File: src/rtl/corr_window_engine.sv
// Window correlation engine: sums frame*template over a T_W x T_H window
// anchored at (iX,iY). Frame and template are read from synchronous RAMs.
module corr_window_engine #(
    parameter int H_RES   = 640,
    parameter int V_RES   = 480,
    parameter int T_W     = 32,
    parameter int T_H     = 32,
    parameter int ADDR_W  = 20,
    parameter int TADDR_W = 10
) (
    input  logic               iCLK,
    input  logic               iRST_N,
    input  logic               iStart,
    input  logic [12:0]        iX,
    input  logic [12:0]        iY,
    output logic [ADDR_W-1:0]  oFrameAddr,
    output logic               oFrameRd,
    input  logic [7:0]         iFramePixel,
    output logic [TADDR_W-1:0] oTmplAddr,
    input  logic [7:0]         iTmplPixel,
    output logic               oBusy,
    output logic               oCorrFinished,
    output logic [31:0]        oCorrValue
);

    localparam int TXW = (T_W > 1) ? $clog2(T_W) : 1;
    localparam int TYW = (T_H > 1) ? $clog2(T_H) : 1;

    typedef enum logic [1:0] {IDLE, RUN, DRAIN, DONE} state_t;

    state_t           state;
    logic [12:0]      xLatch;
    logic [12:0]      yLatch;
    logic [TXW-1:0]   tx;
    logic [TYW-1:0]   ty;
    logic             rdValid;
    logic             drainLast;
    logic [31:0]      acc;

    logic [12:0]      selX;
    logic [12:0]      selY;
    logic [TXW-1:0]   selTx;
    logic [TYW-1:0]   selTy;
    logic [TXW-1:0]   nextTx;
    logic [TYW-1:0]   nextTy;
    logic             lastSel;
    logic [31:0]      px;
    logic [31:0]      py;
    logic             inRange;
    logic [ADDR_W-1:0]  frameAddrNext;
    logic [TADDR_W-1:0] tmplAddrNext;
    logic [15:0]      product;
    logic [31:0]      accNext;

    // In IDLE the first address is issued straight from the start inputs so
    // element 0 appears the cycle after iStart is sampled.
    always_comb begin
        selX  = (state == IDLE) ? iX : xLatch;
        selY  = (state == IDLE) ? iY : yLatch;
        selTx = (state == IDLE) ? '0 : tx;
        selTy = (state == IDLE) ? '0 : ty;

        lastSel = (selTx == TXW'(T_W - 1)) && (selTy == TYW'(T_H - 1));
        if (selTx == TXW'(T_W - 1)) begin
            nextTx = '0;
            nextTy = selTy + 1'b1;
        end else begin
            nextTx = selTx + 1'b1;
            nextTy = selTy;
        end

        px      = 32'(selX) + 32'(selTx);
        py      = 32'(selY) + 32'(selTy);
        inRange = (px < 32'(H_RES)) && (py < 32'(V_RES));
        frameAddrNext = ADDR_W'(py * 32'(H_RES) + px);
        tmplAddrNext  = TADDR_W'(32'(selTy) * 32'(T_W) + 32'(selTx));

        product = iFramePixel * iTmplPixel;
        accNext = acc + (rdValid ? {16'h0000, product} : 32'h0);
    end

    always_ff @(posedge iCLK or negedge iRST_N) begin
        if (!iRST_N) begin
            state         <= IDLE;
            xLatch        <= '0;
            yLatch        <= '0;
            tx            <= '0;
            ty            <= '0;
            rdValid       <= 1'b0;
            drainLast     <= 1'b0;
            acc           <= '0;
            oFrameAddr    <= '0;
            oFrameRd      <= 1'b0;
            oTmplAddr     <= '0;
            oBusy         <= 1'b0;
            oCorrFinished <= 1'b0;
            oCorrValue    <= '0;
        end else begin
            rdValid <= oFrameRd;
            acc     <= accNext;
            case (state)
                IDLE: begin
                    oCorrFinished <= 1'b0;
                    if (iStart) begin
                        xLatch     <= iX;
                        yLatch     <= iY;
                        acc        <= '0;
                        oBusy      <= 1'b1;
                        oFrameRd   <= inRange;
                        oFrameAddr <= inRange ? frameAddrNext : '0;
                        oTmplAddr  <= tmplAddrNext;
                        tx         <= nextTx;
                        ty         <= nextTy;
                        state      <= lastSel ? DRAIN : RUN;
                    end
                end
                RUN: begin
                    oFrameRd   <= inRange;
                    oFrameAddr <= inRange ? frameAddrNext : '0;
                    oTmplAddr  <= tmplAddrNext;
                    tx         <= nextTx;
                    ty         <= nextTy;
                    if (lastSel) begin
                        state <= DRAIN;
                    end
                end
                // Two drain edges: one for the RAM read latency, one for the
                // final accumulate, which is folded into the result register.
                DRAIN: begin
                    oFrameRd   <= 1'b0;
                    oFrameAddr <= '0;
                    oTmplAddr  <= '0;
                    tx         <= '0;
                    ty         <= '0;
                    if (drainLast) begin
                        drainLast     <= 1'b0;
                        oCorrValue    <= accNext;
                        oCorrFinished <= 1'b1;
                        oBusy         <= 1'b0;
                        state         <= DONE;
                    end else begin
                        drainLast <= 1'b1;
                    end
                end
                DONE: begin
                    oCorrFinished <= 1'b0;
                    state         <= IDLE;
                end
                default: state <= IDLE;
            endcase
        end
    end

endmodule

File: config.mk
export PLATFORM = sky130hd
export DESIGN_NAME = corr_window_engine
export DESIGN_NICKNAME = d
export VERILOG_FILES = /design/src/rtl/corr_window_engine.sv
export SDC_FILE = /design/constraint.sdc
export NUM_CORES = 1
export LEC_CHECK = 0
export CORE_MARGIN = 2
export CORE_UTILIZATION = 40
export CTS_CLUSTER_SIZE = 24
export DETAILED_ROUTE_END_ITERATION = 6
export SLEW_MARGIN = 20
export SYNTH_ARGS = -nofsm -noshare
export SYNTH_HDL_FRONTEND = slang
export SYNTH_SLANG_ARGS = --single-unit
File: constraint.sdc
create_clock -name iCLK -period 5.8 [get_ports iCLK]
set_input_delay 1.16 -clock iCLK [delete_from_list [all_inputs] [get_ports iCLK]]
set_output_delay 1.16 -clock iCLK [all_outputs]
set_load 0.05 [all_outputs]
==> out/metrics.yaml <==
detailed_routing:
  drtAntennaViolNets: 0
  viasPerCell: 5.02
  vias: 8404
  drtIter0Drc: 345
  wire_per_inst_um: 15.1
  drc_errors: 0
  routed_wl_um: 25400
  firstDrtPassIters: 4
hold_path:
  hold_path_depth: 0
  min_from: "oFrameRd"
  hp-class: "register to register"
  holdPathEnd: "rdValid"
worst_setup_path:
  path_max_fanout: 8
  critPathArrivalTime_ns: 6.23
  reg2regPathDepth: 22
  r2r-start: "state[0]"
  start_kind: "input port"
  required_ns: 6.06
  r2r_setup_slack_ns: 0.46
  worstSetupEndpointType: "register"
  timing.rr.end: "oFrameAddr[19]"
  path_class: "input port to register"
floorplanning:
  ioPinCount: 110
  die_h_um: 164
  fp-row-count: 58
  start_util_pct: 40.8
  die_w_um: 164
  core_region_area_um2: 25200
  dieArea_um2: 27000
global_route:
  track_usage_pct: 19.9
  antenna_found_initial: 0
  grt_max_degree: 104
  first_global_vias: 8791
  grt_pass1_wl_um: 42900
  overflow: 0
finish:
  syn_to_final_growth_pct: 31.7
  diodes: 0
  drive_above_1_share_pct: 19.6
  finalNetCount: 1515
pwr:
  ir_drop_mv: 0.320
  power.leakage_nw: 6.31
  power_density_nw_per_um2: 491
timing:
  whs_ns: 0.423
  tightest_slew_ns: 1.08
  fmax_ghz: 0.168
  min_period_ns: 5.97
  finalCritPeriodShare_pct: 103
  slew_headroom_pct: 27.7
  finClkSkew_ns: 0.0142
  report.final.hold_viol_count: 0
  rsz0062_at_grt: "yes"
  timing.final.ws_setup_ns: -0.169
  finalSetupTns_ns: -1.95
  finalMaxSlewViolations: 0
  finalSetupViolCount: 19
synthesis:
  async_flop_share_pct: 100
  yosysSeqAreaShare_pct: 33.3
  synth_seq_cells: 137
  synth-edff-count: 0
  synth_area_leaders: "dfrtp_1 33%, ha_1 12%, fa_1 8.0%"
  synth_most_common_cell: "nand2_1"
  synth_largest_area_cell: "dfrtp_1"
  ys.flop_type: "dfrtp_1"
  syn_area_per_cell_um2: 9.01
  synth_cells: 1141
  synth.distinct_cells: 63
  synth_top_area_share_pct: 33.3
  synthTopCellsByCount: "192 x nand2_1, 137 x dfrtp_1, 97 x ha_1"
  syn_area_um2: 10300
  synthesis.nets: 1324
  yosys_warnings: 0
placed_design:
  gp_congestion: 0.838
  dp_hpwl_um: 18900
  numPortBuffers: 109
cts:
  cts_root_buf: "clkbuf_16"
  cts_tree: "done"
  clk_pin_slew_ns: 0.06
  clkLatencyLatePin_ns: 0.43
  clockBufferDepth: 2
  cts.sinks: 137
  holdBufCountCts: 0
  htreeDepth: 4
  numCtsBuffers: 17
run_status:
  status: "finished with violations"
  violations: "setup timing"
job:
  drv_cap: 0
## routing by layer
metal	wire length [um]	up-vias	track usage (%)
met5	0	-	0
met4	235	0	4.35
met3	741	14	3.41
met2	12700	120	34.7
met1	11700	4037	25.8
li1	-	4233	-
## cell usage in the layout, fill, tap and decap left out, drive strengths merged, types with 11 or more instances in the layout
cell	count
buf	110
mux2i	14
xor2	27
nor2b	19
mux2	15
fa	41
clkbuf	20
xnor2	52
nand2	192
o21ai	81
nand3	21
nand4	11
a21o	12
clkdlybuf4s50	92
dfrtp	137
ha	97
and2	73
nor2	76
nor3	11
inv	93
a21oi	35
## cell families after synthesis
group                      Yosys count  synth area share [%]
and+or+nand+nor                    436                  20.1
xor gates and xnor gates            79                  6.73
DFF                                137                  33.3
muxes                               29                  3.00
buffers and inverters              120                  4.68
adders and majority gates          138                  19.8
AOI/OAI and AO/OA                  202                  12.4
## power by group
group          switching [mW]  internal (mW)  total, mW
Combinational            2.31           1.84       4.15
Clock                   0.470          0.689       1.16
Sequential              0.162           1.18       1.35
Total                    2.95           3.71       6.65
## worst max path at each step
stage	cells past startpoint	startpoint	endpoint
after floorplan	24	iFramePixel[3]	oCorrValue[25]
after global placement	27	iFramePixel[4]	oCorrValue[25]
after detailed placement	27	iFramePixel[1]	oCorrValue[25]
after CTS	26	iTmplPixel[2]	oCorrValue[31]
after global routing	26	iFramePixel[2]	oCorrValue[31]
final	26	iFramePixel[2]	oCorrValue[25]
## state kept, by name, indices dropped and copies added (netlist names)
name           flops
drainLast          1
yLatch            13
acc               32
oTmplAddr         10
state              2
oFrameRd           1
oCorrFinished      1
rdValid            1
oCorrValue        32
xLatch            13
oFrameAddr        20
ty                 5
tx                 5
oBusy              1
## area by class of cell
class	count	area, um^2
Clock buffer	18	429
Clock inverter	14	186
Fill cell	2306	11600
Inverter	87	327
Multi-Input combinational cell	884	6930
Sequential cell	137	3430
Tap cell	330	413
Timing Repair Buffer	205	1830
## worst max-delay path, cell delays in order
cell     delay (ns)
buf_8          0.11
and2_4         0.15
fa_1           0.56
fa_1           0.44
fa_1           0.50
inv_1          0.05
fa_1           0.51
inv_2          0.04
ha_4           0.23
nand2_2        0.06
nand2_2        0.04
a31o_4         0.21
nand4_1        0.10
nand2_1        0.09
or3_1          0.31
and3_4         0.20
ha_4           0.24
a21o_1         0.19
a21o_1         0.19
a21oi_2        0.16
nor2b_2        0.07
nor2_4         0.12
buf_12         0.15
a21oi_2        0.07
xnor2_2        0.19
o21ai_1        0.08
## repair_timing
action                     4_1_cts  5_1_grt
pin swaps                       39       46
hold endpoints to repair         0        0
resized for setup               98       62
buffers inserted                 3        6
cloned                           0        0
setup endpoints to repair       46       39
## through the flow
step	worst slack (ns)	cells	instance area [um^2]	power (mW)	utilization [%]
after floorplan	-0.191	1141	10500	4.24	-
after global placement	-1.10	1636	12500	5.35	49.8
after detailed placement	-1.23	1636	12500	5.40	49.8
after CTS	-0.160	1670	13300	6.63	52.6
after global routing	-0.344	1675	13500	7.30	53.8
final	-0.169	1675	13500	6.65	53.8
(Power assumes the default switching activity.)
